<file path="config.mk">
export PLATFORM = sky130hd
export DESIGN_NAME = scan_peak_detect_flat
export DESIGN_NICKNAME = d
export VERILOG_FILES = /design/src/rtl/scan_peak_detect_if.sv /design/src/rtl/scan_peak_detect.sv /design/src/flat_wrapper.sv
export SDC_FILE = /design/constraint.sdc
export NUM_CORES = 1
export LEC_CHECK = 0
export ABC_AREA = 0
export CORE_ASPECT_RATIO = 0.8
export CORE_UTILIZATION = 54
export CTS_CLUSTER_SIZE = 30
export DETAILED_ROUTE_END_ITERATION = 10
export PLACE_DENSITY = 0.8
export SLEW_MARGIN = 20
export SYNTH_ARGS = -nofsm -noshare
export SYNTH_HDL_FRONTEND = slang
export SYNTH_SLANG_ARGS = --single-unit
</file>
<file path="constraint.sdc">
create_clock -name clk -period 2.9 [get_ports clk]
set_input_delay 0.87 -clock clk [delete_from_list [all_inputs] [get_ports clk]]
set_output_delay 0.87 -clock clk [all_outputs]
set_load 0.005 [all_outputs]
</file>
<file path="src/rtl/scan_peak_detect_if.sv">
// rtl/scan_peak_detect_if.sv - scan/monitor inputs, controls and published results of the scan peak detector
interface scan_peak_detect_if #(
  parameter int R  = 14,
  parameter int CW = 32
);
  logic signed [R-1:0] scan_val;
  logic signed [R-1:0] sig_in;
  logic                trig_start;
  logic                arm;
  logic                abort;
  logic                find_min;
  logic                continuous;
  logic signed [R-1:0] peak_val;
  logic signed [R-1:0] peak_pos;
  logic [CW-1:0]       period_ticks;
  logic [15:0]         sweep_cnt;
  logic                valid;
  logic                busy;

  modport master (
    output scan_val, sig_in, trig_start, arm, abort, find_min, continuous,
    input  peak_val, peak_pos, period_ticks, sweep_cnt, valid, busy
  );

  modport slave (
    input  scan_val, sig_in, trig_start, arm, abort, find_min, continuous,
    output peak_val, peak_pos, period_ticks, sweep_cnt, valid, busy
  );
endinterface

</file>
<file path="src/rtl/scan_peak_detect.sv">
// rtl/scan_peak_detect.sv - per-scan-period extremum tracker of a monitored signal
// SWEEP_INIT sets the sweep counter value loaded at reset (0 in normal use).
module scan_peak_detect #(
  parameter int          R          = 14,
  parameter int          CW         = 32,
  parameter logic [15:0] SWEEP_INIT = 16'h0000
) (
  input  logic              clk,
  input  logic              rst,
  scan_peak_detect_if.slave bus
);

  typedef enum logic [1:0] {
    IDLE       = 2'd0,
    WAIT_START = 2'd1,
    ACQ        = 2'd2
  } state_t;

  state_t              state_q;

  logic signed [R-1:0] scan_q;
  logic signed [R-1:0] sig_q;
  logic                trig_q;

  logic signed [R-1:0] cur_val_q;
  logic signed [R-1:0] cur_pos_q;
  logic [CW-1:0]       tick_q;
  logic                mode_q;

  logic signed [R-1:0] peak_val_q;
  logic signed [R-1:0] peak_pos_q;
  logic [CW-1:0]       period_ticks_q;
  logic [15:0]         sweep_cnt_q;
  logic                valid_q;
  logic                busy_q;

  logic                better_d;
  logic [CW-1:0]       tick_d;
  logic                restart_d;

  // Strict comparison so a tie keeps the first occurrence of the extremum.
  always_comb begin
    better_d = 1'b0;
    if (mode_q) begin
      better_d = (sig_q < cur_val_q);
    end else begin
      better_d = (sig_q > cur_val_q);
    end
  end

  assign tick_d    = (&tick_q) ? tick_q : (tick_q + CW'(1));
  assign restart_d = bus.continuous && bus.arm;

  always_ff @(posedge clk or negedge rst) begin
    if (!rst) begin
      state_q        <= IDLE;
      scan_q         <= '0;
      sig_q          <= '0;
      trig_q         <= 1'b0;
      cur_val_q      <= '0;
      cur_pos_q      <= '0;
      tick_q         <= '0;
      mode_q         <= 1'b0;
      peak_val_q     <= '0;
      peak_pos_q     <= '0;
      period_ticks_q <= '0;
      sweep_cnt_q    <= SWEEP_INIT;
      valid_q        <= 1'b0;
      busy_q         <= 1'b0;
    end else begin
      scan_q  <= bus.scan_val;
      sig_q   <= bus.sig_in;
      trig_q  <= bus.trig_start;
      valid_q <= 1'b0;

      if (bus.abort) begin
        state_q <= IDLE;
        busy_q  <= 1'b0;
      end else begin
        case (state_q)
          IDLE: begin
            if (bus.arm) begin
              state_q <= WAIT_START;
              busy_q  <= 1'b1;
            end
          end

          WAIT_START: begin
            if (!bus.arm) begin
              state_q <= IDLE;
              busy_q  <= 1'b0;
            end else if (trig_q) begin
              cur_val_q <= sig_q;
              cur_pos_q <= scan_q;
              tick_q    <= CW'(1);
              mode_q    <= bus.find_min;
              state_q   <= ACQ;
            end
          end

          ACQ: begin
            if (trig_q) begin
              // The trigger sample closes this period and opens the next one.
              peak_val_q     <= cur_val_q;
              peak_pos_q     <= cur_pos_q;
              period_ticks_q <= tick_q;
              sweep_cnt_q    <= sweep_cnt_q + 16'd1;
              valid_q        <= 1'b1;
              if (restart_d) begin
                cur_val_q <= sig_q;
                cur_pos_q <= scan_q;
                tick_q    <= CW'(1);
                mode_q    <= bus.find_min;
              end else begin
                state_q <= IDLE;
                busy_q  <= 1'b0;
              end
            end else begin
              tick_q <= tick_d;
              if (better_d) begin
                cur_val_q <= sig_q;
                cur_pos_q <= scan_q;
              end
            end
          end

          default: begin
            state_q <= IDLE;
            busy_q  <= 1'b0;
          end
        endcase
      end
    end
  end

  assign bus.peak_val     = peak_val_q;
  assign bus.peak_pos     = peak_pos_q;
  assign bus.period_ticks = period_ticks_q;
  assign bus.sweep_cnt    = sweep_cnt_q;
  assign bus.valid        = valid_q;
  assign bus.busy         = busy_q;

endmodule

</file>
<file path="src/flat_wrapper.sv">
// flat-port wrapper written by rule: the top's interface ports become plain ports
module scan_peak_detect_flat 
#(
  parameter int          R          = 14,
  parameter int          CW         = 32,
  parameter logic [15:0] SWEEP_INIT = 16'h0000
)
  (clk, rst, bus_scan_val, bus_sig_in, bus_trig_start, bus_arm, bus_abort, bus_find_min, bus_continuous, bus_peak_val, bus_peak_pos, bus_period_ticks, bus_sweep_cnt, bus_valid, bus_busy);
  scan_peak_detect_if #(.R(R), .CW(CW)) bus_i ();
  input  logic clk;
  input  logic rst;
  input wire logic [$bits(bus_i.scan_val)-1:0] bus_scan_val;
  input wire logic [$bits(bus_i.sig_in)-1:0] bus_sig_in;
  input wire logic [$bits(bus_i.trig_start)-1:0] bus_trig_start;
  input wire logic [$bits(bus_i.arm)-1:0] bus_arm;
  input wire logic [$bits(bus_i.abort)-1:0] bus_abort;
  input wire logic [$bits(bus_i.find_min)-1:0] bus_find_min;
  input wire logic [$bits(bus_i.continuous)-1:0] bus_continuous;
  output wire logic [$bits(bus_i.peak_val)-1:0] bus_peak_val;
  output wire logic [$bits(bus_i.peak_pos)-1:0] bus_peak_pos;
  output wire logic [$bits(bus_i.period_ticks)-1:0] bus_period_ticks;
  output wire logic [$bits(bus_i.sweep_cnt)-1:0] bus_sweep_cnt;
  output wire logic [$bits(bus_i.valid)-1:0] bus_valid;
  output wire logic [$bits(bus_i.busy)-1:0] bus_busy;
  assign bus_i.scan_val = bus_scan_val;
  assign bus_i.sig_in = bus_sig_in;
  assign bus_i.trig_start = bus_trig_start;
  assign bus_i.arm = bus_arm;
  assign bus_i.abort = bus_abort;
  assign bus_i.find_min = bus_find_min;
  assign bus_i.continuous = bus_continuous;
  assign bus_peak_val = bus_i.peak_val;
  assign bus_peak_pos = bus_i.peak_pos;
  assign bus_period_ticks = bus_i.period_ticks;
  assign bus_sweep_cnt = bus_i.sweep_cnt;
  assign bus_valid = bus_i.valid;
  assign bus_busy = bus_i.busy;
  scan_peak_detect #(.R(R), .CW(CW), .SWEEP_INIT(SWEEP_INIT)) u_core (.clk(clk), .rst(rst), .bus(bus_i));
endmodule
</file>
=== Yosys cells after proc, flatten, opt, wreduce, memory -nomap -nowiden ===
Index checks and enable logic that the tools add are counted.

* Register bits after elaboration: 170
* Output and inout port bits: 78

* $add $sub $neg: 2
* Order comparisons: 2
* Equality and inequality tests: 14
* Muxes and demuxes: 40
* Bitwise operators: 1
* Reduce and logical (&&, ||, !) cells: 10

{| class="wikitable"
|+ Operators by type and width
! kind !! number
|-
| 2-to-1 mux 32 bit || 5
|-
| 2-to-1 mux 14 bit || 10
|-
| case mux 32 bit (2 select lines) || 1
|-
| case mux 14 bit (2 select lines) || 2
|-
| adder 32 x 1 -> 32 bit (second input constant) || 1
|-
| AND reduction 32 bit || 1
|-
| AND reduction 6 bit || 3
|-
| adder 16 x 1 -> 16 bit (second input constant) || 1
|-
| > comparator 14 bit || 1
|-
| < comparator 14 bit || 1
|-
| 2-to-1 mux 1 bit || 13
|-
| 2-to-1 mux 2 bit || 6
|-
| != test 3 bit (second input constant) || 4
|-
| AND reduction 4 bit || 2
|-
| != test 2 x 1 -> 1 bit (second input constant) || 3
|-
| != test 3 x 2 -> 1 bit (second input constant) || 2
|-
| case mux 2 bit (3 select lines) || 1
|-
| != test 4 x 3 -> 1 bit (second input constant) || 1
|-
| != test 3 x 1 -> 1 bit (second input constant) || 1
|-
| case mux 1 bit (3 select lines) || 1
|-
| AND reduction 3 bit || 1
|-
| equality test 2 x 1 -> 1 bit (second input constant) || 1
|-
| equality test 2 bit (second input constant) || 1
|-
| zero test 2 bit || 1
|-
| other kinds (5) || 5
|}

=== Longest topological paths before layout ===
Gate-level depths: netlist (run 1).

* Depth in word-level cells: 5
* Mapped depth: 10
* Depth with buffers taken out: 9

=== Worst setup path after synthesis (run 1) ===
No wires, ideal clock.

* Kind: input port to flip-flop
* Start: in bus_arm
* End: reg u_core.cur_pos_q[0]
* Library setup time: 0.125 ns
* Data arrival time: 2.488 ns
* Path slack: 0.287 ns
* Stages: 7
* Buffers on the path: 1
* Path through: a21boi_0 -> or2_2 -> a21oi_1 -> or2_2 -> mux2i_4 -> buf_4 -> mux2_2

* Cells in the longest elaborated chain, start to end: 3
* Elaborated cells between the ends (all ways): 4

{| class="wikitable"
|+ Ends and longest elaborated chain
! item !! RTL line !! text
|-
| start: declaration || flat_wrapper.sv:15 || <nowiki>input wire logic [$bits(bus_i.arm)-1:0] bus_arm;</nowiki>
|-
| logical AND 1 bit || scan_peak_detect.sv:52 || <nowiki>assign restart_d = bus.continuous && bus.arm;</nowiki>
|-
| != test 3 bit (no source line) || n/a ||
|-
| AND reduction 6 bit (no source line) * || n/a ||
|-
| end signal: assignment || scan_peak_detect.sv:94 || <nowiki>cur_pos_q <= scan_q;</nowiki>
|-
| end signal: assignment || scan_peak_detect.sv:111 || <nowiki>cur_pos_q <= scan_q;</nowiki>
|-
| end signal: assignment || scan_peak_detect.sv:122 || <nowiki>cur_pos_q <= scan_q;</nowiki>
|-
| end: declaration || scan_peak_detect.sv:26 || <nowiki>logic signed [R-1:0] cur_pos_q;</nowiki>
|}

Every way passes the cells marked *; elsewhere a longest branch is shown, timed or not.
A chain may end at the register's enable or synchronous reset.

=== Final worst setup path (run 1) ===
* Start: in bus_abort
* End: reg u_core.tick_q[27]

* Cells in the longest elaborated chain, start to end: 2

{| class="wikitable"
|+ Ends and longest elaborated chain
! item !! RTL line !! text
|-
| start: declaration || flat_wrapper.sv:16 || <nowiki>input wire logic [$bits(bus_i.abort)-1:0] bus_abort;</nowiki>
|-
| NOT 1 bit (no source line) || n/a ||
|-
| AND reduction 6 bit (no source line) || n/a ||
|-
| end signal: assignment || scan_peak_detect.sv:119 || <nowiki>tick_q <= tick_d;</nowiki>
|-
| end: declaration || scan_peak_detect.sv:27 || <nowiki>logic [CW-1:0] tick_q;</nowiki>
|}

Every way passes these cells.

==> metrics.csv, run 1 <==
stage,metric,value,unit
routing,wl_met3,742,µm
clock_tree,clock_tree.htree_level_count,4,
routing,detail_route.iter0.violations,257,
global_route,first_global_vias,5147,
sta,rsz0062_at_grt,no,
flow_run,timing.max_cap.violations,0,
placement,post_dp_hpwl,10.1,mm
clock_tree,clk_transition_reported_paths,60,ps
min_path,hold_class,primary input to asynchronous set/reset pin,
global_route,globalRouteTotalUtil,23.7,%
critical_path,end_kind,flip-flop,
synthesis,synthesis.instances,660,
run_status,status,finished clean,
synthesis,postSynthRegisterBits,170,
pwr,vdd_drop_max,0.000513,V
floorplan,floorplan_die_width,131,µm
synthesis,synthDominantAreaCellType,sky130_fd_sc_hd__dfrtp_1,
routing,routed-wl-met2,6.93,mm
routing,detail-route-antenna-nets,0,
finish,n_antenna_cell,0,
sta,finalHoldViolCount,0,
synthesis,ys.flop_type,sky130_fd_sc_hd__dfrtp_1,
synthesis,yosysWarnings,0,
critical_path,crit_path_cell_trace,clkdlybuf4s50_1 -> nand2b_1 -> a311o_1 -> or4_4 -> nor4b_4 -> xnor2_1 -> nor2_1,
critical_path,setup.worst_path.start_class,primary input,
global_route,antenna_found_initial,0,
sta,tightest_slew,739,ps
routing,drt-vias-per-instance,5.26,
critical_path,crit_path_max_incr_delay,610,ps
clock_tree,root_buffer,sky130_fd_sc_hd__clkbuf_16,
routing,route.detailed.wl_per_inst,15.2,µm
synthesis,synth_largest_type_area_fraction,59.5,%
critical_path,worst-path-max-fanout,6,
synthesis,synth.distinct_cells,49,
sta,post-route-period-util,94.6,%
floorplan,starting_density,55.6,%
routing,detail_route.wirelength.met1,6.71,mm
floorplan,die-area,0.0137,mm²
critical_path,path_class,primary input to flip-flop,
synthesis,mean_cell_area_of_the_mapped_netlist,10.8,µm²
critical_path,worst_flop_to_flop_path_endpoint,u_core.tick_q[10]$_DFFE_PN0P_,
floorplan,placement_rows,37,
routing,num_vias,5089,
finish,finalCoreUtilization,70.9,%
synthesis,mapped_nets,714,
finish,layout.nets,835,
critical_path,critPathSlowestCell,sky130_fd_sc_hd__or4_4,
sta,slew_limit_fails,0,
finish,area_growth_syn_to_layout,27.6,%
sta,finalClockSkew,7.22,ps
synthesis,synth_enable_flop_cells,0,
synthesis,yosysSeqAreaShare,59.5,%
critical_path,reg2reg_setup_slack,230,ps
sta,holdWs,451,ps
pwr,power_density,793,mW/mm²
critical_path,cp.arrival,3050,ps
placement,routabilityCongestion,0.841,
clock_tree,cts-buffers-inserted,17,
finish,filler_cell_count,910,
routing,firstDrtPassIters,5,
placement,buffer_ports.inserted,112,
synthesis,synthTopCellsByArea,"sky130_fd_sc_hd__dfrtp_1 59%, sky130_fd_sc_hd__nand2_1 9.0%, sky130_fd_sc_hd__mux2_2 4.6%",
sta,setup-violations-final,0,
critical_path,setup_crit_start,bus_abort,
clock_tree,clock_sink_count,170,
floorplan,top_level_ports,113,
routing,route.top_layer_used,met4,
placement,post_placement_cell_area,0.00854,mm²
routing,drt_drc_violations_left,0,
global_route,grt_max_degree,80,
clock_tree,post_cts_resize_count,0,
routing,routed_wirelength,14.7,mm
sta,final_period_minus_worst_setup_slack,2740,ps
clock_tree,max-clock-path-buffers,2,
finish,fin_area,0.00913,mm²
critical_path,rr_startpoint,u_core.state_q[0]$_DFFE_PN0P_,
global_route,remaining_global_route_overflow,0,
synthesis,asyncSetResetFlopFracSynth,100,%
sta,maxSlewHeadroom,50.7,%
floorplan,core-area,0.0129,mm²
floorplan,chipHeight,105,µm
sta,max_clock_freq,364,MHz
clock_tree,insertion_delay_to_the_later_sink_of_the_worst_skew_pair,430,ps
finish,final_layout_size_suffix_gt1_share,11.4,%
clock_tree,cts_tree,built,
pwr,p_leak,4.18,nW
synthesis,netlist_area,0.00715,mm²
global_route,grt_pass1_wl,24.5,mm
critical_path,timing.reg2reg.worst_path_depth,8,
critical_path,critical_path_required,3200,ps
[report_power, final]
group | total (mW) | switching [mW] | internal [mW] | leakage (nW)
clock network | 2.19 | 0.867 | 1.32 | 0.271
registers | 3.18 | 0.306 | 2.87 | 2.19
logic | 1.87 | 0.799 | 1.07 | 1.72
[layout by cell type, fill, tap and decap left out, drive strengths merged, types with 4 or more instances in the layout]
cell | Yosys | final
nor2 | 32 | 32
mux2 | 30 | 30
xnor2 | 31 | 31
nand2b | 4 | 4
o21ai | 26 | 26
nor4 | 5 | 5
or2 | 5 | 5
and3 | 9 | 9
buf | 6 | 16
nand4 | 12 | 12
nor4b | 4 | 4
dfrtp | 170 | 170
ha | 19 | 19
clkdlybuf4s50 | 0 | 111
nand2 | 172 | 172
a21oi | 16 | 16
nand3 | 20 | 20
or3 | 8 | 8
clkbuf | 19 | 23
xor2 | 7 | 7
inv | 24 | 24
nor3 | 13 | 13
[worst max-delay path by stage]
stage,to,slack (ps),cells past startpoint
CTS,u_core.tick_q[5]$_DFFE_PN0P_,90,8
global route,u_core.tick_q[15]$_DFFE_PN0P_,10,8
finish,u_core.tick_q[27]$_DFFE_PN0P_,160,7
floorplan,u_core.cur_pos_q[0]$_DFFE_PN0P_,290,7
global placement,u_core.tick_q[27]$_DFFE_PN0P_,-190,7
detailed placement,u_core.tick_q[27]$_DFFE_PN0P_,-250,7
[logic make-up after synthesis]
family	Yosys count	share of synthesized area (%)
AO/OA/AOI/OAI	58	4.97
buffers and inverters	49	2.89
XOR/XNOR	38	4.65
multiplexers	31	5.04
flip-flops	170	59.5
AND/OR/NAND/NOR	295	19.7
adder cells (fa/ha/maj)	19	3.32
[per-stage QoR]
step                      worst slack (ps)  std cells  setup TNS [ps]  power, mW
after floorplan                        287        660               0       4.16
after global placement                -189        936           -4400       4.98
after detailed placement              -254        936           -8310       5.08
after CTS                             88.1        966               0       7.29
after global routing                  11.6        967               0       7.66
final                                  156        967               0       7.24
[final cells by class]
type / instances / area (µm²) / share of cell area (%)
tap: 175 / 219 / 2.40
inverter: 24 / 90.1 / 0.987
multi-input combinational: 441 / 2700 / 29.5
timing repair buffer: 127 / 1300 / 14.2
clock inverter: 7 / 92.6 / 1.01
clock buffer: 23 / 478 / 5.24
sequential: 170 / 4250 / 46.6
[synthesized netlist by cell type (all sizes together) (3+ instances only)]
library cell and number:
xor2 7, nor4 5, nand4 12, or3 8, a21oi 16, or2 5, nor3 13, nand2b 4
inv 24, mux2 30, and4 3, xnor2 31, nand2 172, nor2 32, dfrtp 170, and3 9
nand3 20, nor4b 4, clkbuf 19, buf 6, nor2b 3, o21ai 26, ha 19
[what timing repair did]
action | 4_1_cts | 5_1_grt
hold buffers | 0 | 0
buffers inserted | 0 | 1
setup endpoints to repair | 0 | 11
[routing by layer]
layer / global-route usage [%] / up-vias
met4: 11.1 / 0
li1: - / 2435
met1: 31.8 / 2511
met3: 5.94 / 19
met5: 0 / -
met2: 36.1 / 124
[critical path, delay by kind of cell]
kind	cells	cell delay, ps
AO/OA/AOI/OAI	1	390
XOR/XNOR	1	150
buffers and inverters	1	500
AND/OR/NAND/NOR	4	1140
Power figures use the tool's default switching activity.
==> run 2, diff against run 1 <==
==> constraint.sdc (replaced) <==
create_clock -name clk -period 3.1 [get_ports clk]
set_input_delay 0.93 -clock clk [delete_from_list [all_inputs] [get_ports clk]]
set_output_delay 0.93 -clock clk [all_outputs]
set_load 0.005 [all_outputs]
==> run 2 against run 1 <==
  * Non-clock buffer count fell by 1
  * Sequential share of layout area rose by 0.32 points
  * First-iteration DRC count is 20% higher
  * Critical path depth is 1 higher
  * Global-route usage increased by 0.40 points
  * Clock power down 9%
  * Count of clock-buffer cells in the layout decreased by 4
  * Die area is the same
  * Combinational power down 5%
==> metrics.csv, run 2 (synthesis gave the netlist of run 1 again) <==
stage,metric,value,unit
run_status,status,finished clean,
pwr,clkPwrFrac,29.6,%
pwr,switchingPower,1.95,mW
sta,rsz0062_at_grt,no,
finish,filler_cell_count,928,
critical_path,worst-path-max-fanout,28,
routing,drt-vias-per-instance,5.28,
sta,tightest_slew,769,ps
finish,n_antenna_cell,0,
floorplan,top_level_ports,113,
finish,seqCellArea,0.00425,mm²
sta,max_clock_freq,357,MHz
pwr,p_int,4.79,mW
floorplan,core-area,0.0129,mm²
critical_path,crit_path_max_incr_delay,460,ps
placement,dp_slack,-107,ps
critical_path,cp.arrival,3100,ps
global_route,remaining_global_route_overflow,0,
clock_tree,cts-buffers-inserted,17,
critical_path,end_kind,flip-flop,
placement,buffer_ports.inserted,112,
routing,route.detailed.wl_per_inst,15.4,µm
critical_path,worstPathBufferInverterCount,2,
pwr,finalPower,6.74,mW
placement,routabilityCongestion,0.844,
global_route,grt_max_degree,80,
clock_tree,insertion_delay_to_the_later_sink_of_the_worst_skew_pair,430,ps
clock_tree,clock_sink_count,170,
critical_path,setup.worst_path.start_class,primary input,
floorplan,floorplan_die_width,131,µm
routing,firstDrtPassIters,5,
clock_tree,cts_setup_buffers,0,
floorplan,starting_density,55.6,%
sta,final.setup.worst_slack,298,ps
global_route,first_global_vias,5160,
clock_tree,clk_transition_reported_paths,60,ps
critical_path,delay_heaviest_family_cp,buffers and inverters,
pwr,vdd_drop_max,0.000500,V
global_route,globalRouteTotalUtil,24.1,%
finish,area_growth_syn_to_layout,26.7,%
routing,drt_drc_violations_left,0,
critical_path,path_class,primary input to flip-flop,
flow_run,timing.max_cap.violations,0,
pwr,swShare,28.9,%
clock_tree,clock_tree.htree_level_count,4,
min_path,hold_class,flip-flop to flip-flop,
sta,finalHoldViolCount,0,
clock_tree,cts_tree,built,
critical_path,critical_path_required,3400,ps
clock_tree,root_buffer,sky130_fd_sc_hd__clkbuf_16,
pwr,combinational_power_share,26.2,%
pwr,power_density,743,mW/mm²
clock_tree,max-clock-path-buffers,2,
floorplan,placement_rows,37,
finish,multiInputGateArea,0.00270,mm²
sta,maxSlewHeadroom,48.7,%
sta,finalClockSkew,9.18,ps
global_route,grt_pass1_wl,25.2,mm
placement,placed_cells_incl_taps,936,
global_route,antenna_found_initial,0,
routing,detail_route.iter0.violations,308,
pwr,p_leak,4.16,nW
sta,post-route-period-util,90.4,%
floorplan,chipHeight,105,µm
finish,layout.nets,834,
placement,post_dp_hpwl,10.2,mm
sta,setup-violations-final,0,
pwr,power.sequential.fraction,44.2,%
sta,slew_limit_fails,0,
routing,routed_wirelength,14.9,mm
floorplan,die-area,0.0137,mm²
finish,finalCoreUtilization,70.4,%
finish,mostFrequentLayoutCells,"172 x sky130_fd_sc_hd__nand2_1, 170 x sky130_fd_sc_hd__dfrtp_1, 111 x sky130_fd_sc_hd__clkdlybuf4s50_1, 32 x sky130_fd_sc_hd__nor2_1, 31 x sky130_fd_sc_hd__xnor2_1",
critical_path,crit_path_cell_trace,clkdlybuf4s50_1 -> a21boi_0 -> a311o_1 -> a211oi_1 -> or2_2 -> mux2i_4 -> buf_12 -> mux2_2,
finish,layout.cells.most_common,sky130_fd_sc_hd__nand2_1,
clock_tree,post_cts_hold_buffer_count,0,
sta,final_period_minus_worst_setup_slack,2800,ps
finish,instances_no_fill,968,
sta,timing.setup.tns,0,ps
routing,detail-route-antenna-nets,0,
critical_path,critPathSlowestCell,sky130_fd_sc_hd__clkdlybuf4s50_1,
clock_tree,post_cts_resize_count,0,
finish,final_layout_size_suffix_gt1_share,11.6,%
routing,num_vias,5112,
==> run 2: cell count changes in the layout (fill, tap and decap cells not counted), sizes merged <==
cell      change
clkinv        +6
clkbuf        -4
inv           +2
buf           -1
bufinv        -1
clkinvlp      -1
==> run 2: power by group through the flow <==
stage               logic [mW]  registers [mW]  clock network, mW
finish                    1.77            2.98               2.00
global route              1.96            3.04               2.12
global placement          1.68            2.97                  0
detailed placement        1.77            3.01                  0
CTS                       1.79            2.98               2.02
floorplan                0.936            2.95                  0
==> run 2: metal layers <==
metal  GRT usage, %  wire length, µm
met3           6.14              794
met1           33.4             6840
met4           8.78              243
met2           36.7             7000
met5              0                0
==> run 2: final cells by class <==
class                           instances  area share [%]
Clock inverter                         13            1.34
Multi-Input combinational cell        441            29.7
Sequential cell                       170            46.9
Inverter                               24           0.994
Tap cell                              175            2.42
Timing Repair Buffer                  126            13.8
Clock buffer                           19            4.78
==> run 2: final timing paths <==
| check | from | cells past startpoint | endpoint | slack [ps] |
|---|---|---|---|---|
| max | bus_arm | 8 | u_core.cur_val_q[10]$_DFFE_PN0P_ | 300 |
| min | u_core.scan_q[5]$_DFF_PN0_ | 1 | u_core.cur_pos_q[5]$_DFFE_PN0P_ | 470 |
| max reg2reg | u_core.state_q[0]$_DFFE_PN0P_ | 6 | u_core.tick_q[0]$_DFFE_PN0P_ | 330 |
| min reg2reg | u_core.scan_q[5]$_DFF_PN0_ | 1 | u_core.cur_pos_q[5]$_DFFE_PN0P_ | 470 |
| max in group asynchronous | rst | 2 | u_core.bus.sweep_cnt[4]$_DFFE_PN0P_ | 1850 |
| min in group asynchronous | rst | 1 | u_core.bus.period_ticks[19]$_DFFE_PN0P_ | 490 |
==> run 2: metrics by stage <==
stage          cell area (µm²)  hold WS (ps)
3_3_place_gp              8510           442
4_1_cts                   9070           462
2_1_floorplan             7150           433
3_5_place_dp              8510           451
6_report                  9070           467
5_1_grt                   9070           495
==> run 3, diff against run 2 <==
--- a/config.mk
+++ b/config.mk
@@ -5,12 +5,12 @@
 export SDC_FILE = /design/constraint.sdc
 export NUM_CORES = 1
 export LEC_CHECK = 0
-export ABC_AREA = 0
 export CORE_ASPECT_RATIO = 0.8
 export CORE_UTILIZATION = 54
 export CTS_CLUSTER_SIZE = 30
 export DETAILED_ROUTE_END_ITERATION = 10
 export PLACE_DENSITY = 0.8
+export REMOVE_ABC_BUFFERS = 1
 export SLEW_MARGIN = 20
 export SYNTH_ARGS = -nofsm -noshare
 export SYNTH_HDL_FRONTEND = slang
==> run 3 against run 2 <==
  * Register-to-register slack improved by 90 ps
  * Combinational power about the same
  * Cell count decreased by 0.31%
  * Critical path depth decreased by 1
  * Critical endpoint is now u_core.tick_q[19]$_DFFE_PN0P_
  * Power increased by 3.8%
  * Largest cell class unchanged
  * Critical path type unchanged
==> metrics.csv, run 3 (synthesis gave the netlist of run 1 again) <==
stage,metric,value,unit
run_status,status,finished clean,
routing,drt_drc_violations_left,0,
global_route,grt_pass1_wl,25.2,mm
global_route,antenna_found_initial,0,
sta,final_period_minus_worst_setup_slack,2790,ps
placement,post_dp_hpwl,9.89,mm
floorplan,floorplan_die_width,131,µm
flow_run,timing.max_cap.violations,0,
finish,fin_area,0.00915,mm²
floorplan,chipHeight,105,µm
sta,max_clock_freq,359,MHz
clock_tree,cts_tree,built,
routing,routed_wirelength,14.8,mm
placement,post_placement_cell_area,0.00851,mm²
floorplan,core-area,0.0129,mm²
sta,maxSlewHeadroom,39.7,%
global_route,remaining_global_route_overflow,0,
global_route,globalRouteTotalUtil,24.0,%
critical_path,critical_path_required,3400,ps
min_path,hold_path_origin,u_core.bus.period_ticks[8]$_DFFE_PN0P_,
finish,layout.nets,832,
clock_tree,post_cts_resize_count,0,
floorplan,die-area,0.0137,mm²
finish,final_layout_size_suffix_gt1_share,11.5,%
clock_tree,cts_setup_buffers,0,
global_route,first_global_vias,5208,
clock_tree,insertion_delay_to_the_later_sink_of_the_worst_skew_pair,420,ps
clock_tree,post_cts_hold_buffer_count,0,
finish,n_antenna_cell,0,
routing,firstDrtPassIters,5,
clock_tree,clk_transition_reported_paths,60,ps
finish,finalCoreUtilization,71.1,%
clock_tree,root_buffer,sky130_fd_sc_hd__clkbuf_16,
routing,detail-route-antenna-nets,0,
floorplan,placement_rows,37,
critical_path,setup_crit_start,bus_abort,
finish,filler_cell_count,947,
pwr,finalPower,7.00,mW
finish,instances_no_fill,965,
sta,finalHoldViolCount,0,
critical_path,worst-path-max-fanout,6,
critical_path,rr_startpoint,u_core.state_q[0]$_DFFE_PN0P_,
routing,num_vias,5109,
sta,setup-violations-final,0,
pwr,vdd_drop_max,0.000457,V
min_path,hold_class,flip-flop to flip-flop,
sta,tightest_slew,896,ps
clock_tree,max-clock-path-buffers,2,
finish,layout.cells.most_common,sky130_fd_sc_hd__nand2_1,
clock_tree,cts-buffers-inserted,17,
floorplan,top_level_ports,113,
placement,buffer_ports.inserted,112,
routing,detail_route.iter0.violations,300,
floorplan,starting_density,55.6,%
sta,finalClockSkew,11.4,ps
critical_path,end_kind,flip-flop,
pwr,p_leak,4.20,nW
clock_tree,clock_tree.htree_level_count,4,
sta,final.setup.worst_slack,312,ps
finish,area_growth_syn_to_layout,28.0,%
clock_tree,clock_sink_count,170,
critical_path,cp.arrival,3080,ps
placement,placed_cells_incl_taps,934,
finish,mostFrequentLayoutCells,"172 x sky130_fd_sc_hd__nand2_1, 170 x sky130_fd_sc_hd__dfrtp_1, 111 x sky130_fd_sc_hd__clkdlybuf4s50_1, 32 x sky130_fd_sc_hd__nor2_1, 31 x sky130_fd_sc_hd__xnor2_1",
sta,slew_limit_fails,0,
pwr,power_density,764,mW/mm²
placement,dp_slack,-110,ps
sta,rsz0062_at_grt,no,
routing,drt-vias-per-instance,5.29,
critical_path,setup.worst_path.start_class,primary input,
critical_path,path_class,primary input to flip-flop,
routing,route.detailed.wl_per_inst,15.4,µm
global_route,grt_max_degree,80,
placement,routabilityCongestion,0.851,
sta,post-route-period-util,89.9,%
[run 3: area by class of cell]
| cell class | instances | area [µm²] | area share (%) |
|---|---|---|---|
| clock inverter | 10 | 163 | 1.78 |
| tap | 175 | 219 | 2.39 |
| multi-input combinational | 441 | 2700 | 29.5 |
| inverter | 24 | 90.1 | 0.984 |
| clock buffer | 21 | 480 | 5.25 |
| sequential | 170 | 4250 | 46.5 |
| timing repair buffer | 124 | 1250 | 13.7 |
[run 3: final timing paths]
check / end / slack [ps] / cells after the start
setup / recovery: u_core.tick_q[19]$_DFFE_PN0P_ / 310 / 7
hold / removal: u_core.bus.period_ticks[8]$_DFFE_PN0P_ / 470 / 2
setup reg to reg: u_core.tick_q[0]$_DFFE_PN0P_ / 420 / 6
hold reg to reg: u_core.bus.period_ticks[8]$_DFFE_PN0P_ / 470 / 2
max in group asynchronous: u_core.tick_q[19]$_DFFE_PN0P_ / 1810 / 2
min in group asynchronous: u_core.bus.period_ticks[29]$_DFFE_PN0P_ / 500 / 1
[run 3: critical path, stage by stage]
cell and delay, ps:
sky130_fd_sc_hd__clkdlybuf4s50_1 480, sky130_fd_sc_hd__nand2b_1 220, sky130_fd_sc_hd__a311o_1 370, sky130_fd_sc_hd__or4_4 620, sky130_fd_sc_hd__nor4_4 260, sky130_fd_sc_hd__xnor2_1 140, sky130_fd_sc_hd__nor2_1 50
[run 3: where the power goes]
part	internal (mW)	leakage, nW	switching [mW]	total, mW
clock	1.43	0.312	0.843	2.27
combinational	0.986	1.70	0.763	1.75
sequential	2.69	2.19	0.286	2.97
[run 3: layer usage]
layer  vias to the layer above  global-route usage (%)  routed length (µm)
li1                       2444                       -                   -
met1                      2485                    31.4                6490
met2                       160                    37.6                7160
met3                        20                    7.68                 969
met4                         0                    8.13                 201
met5                         -                       0                   0
[run 3: metrics by stage]
stage	TNS (ps)	hold slack [ps]
after floorplan	-12860	433
after global placement	-112	449
after detailed placement	-2170	452
after CTS	0	478
after global routing	0	490
final	0	471
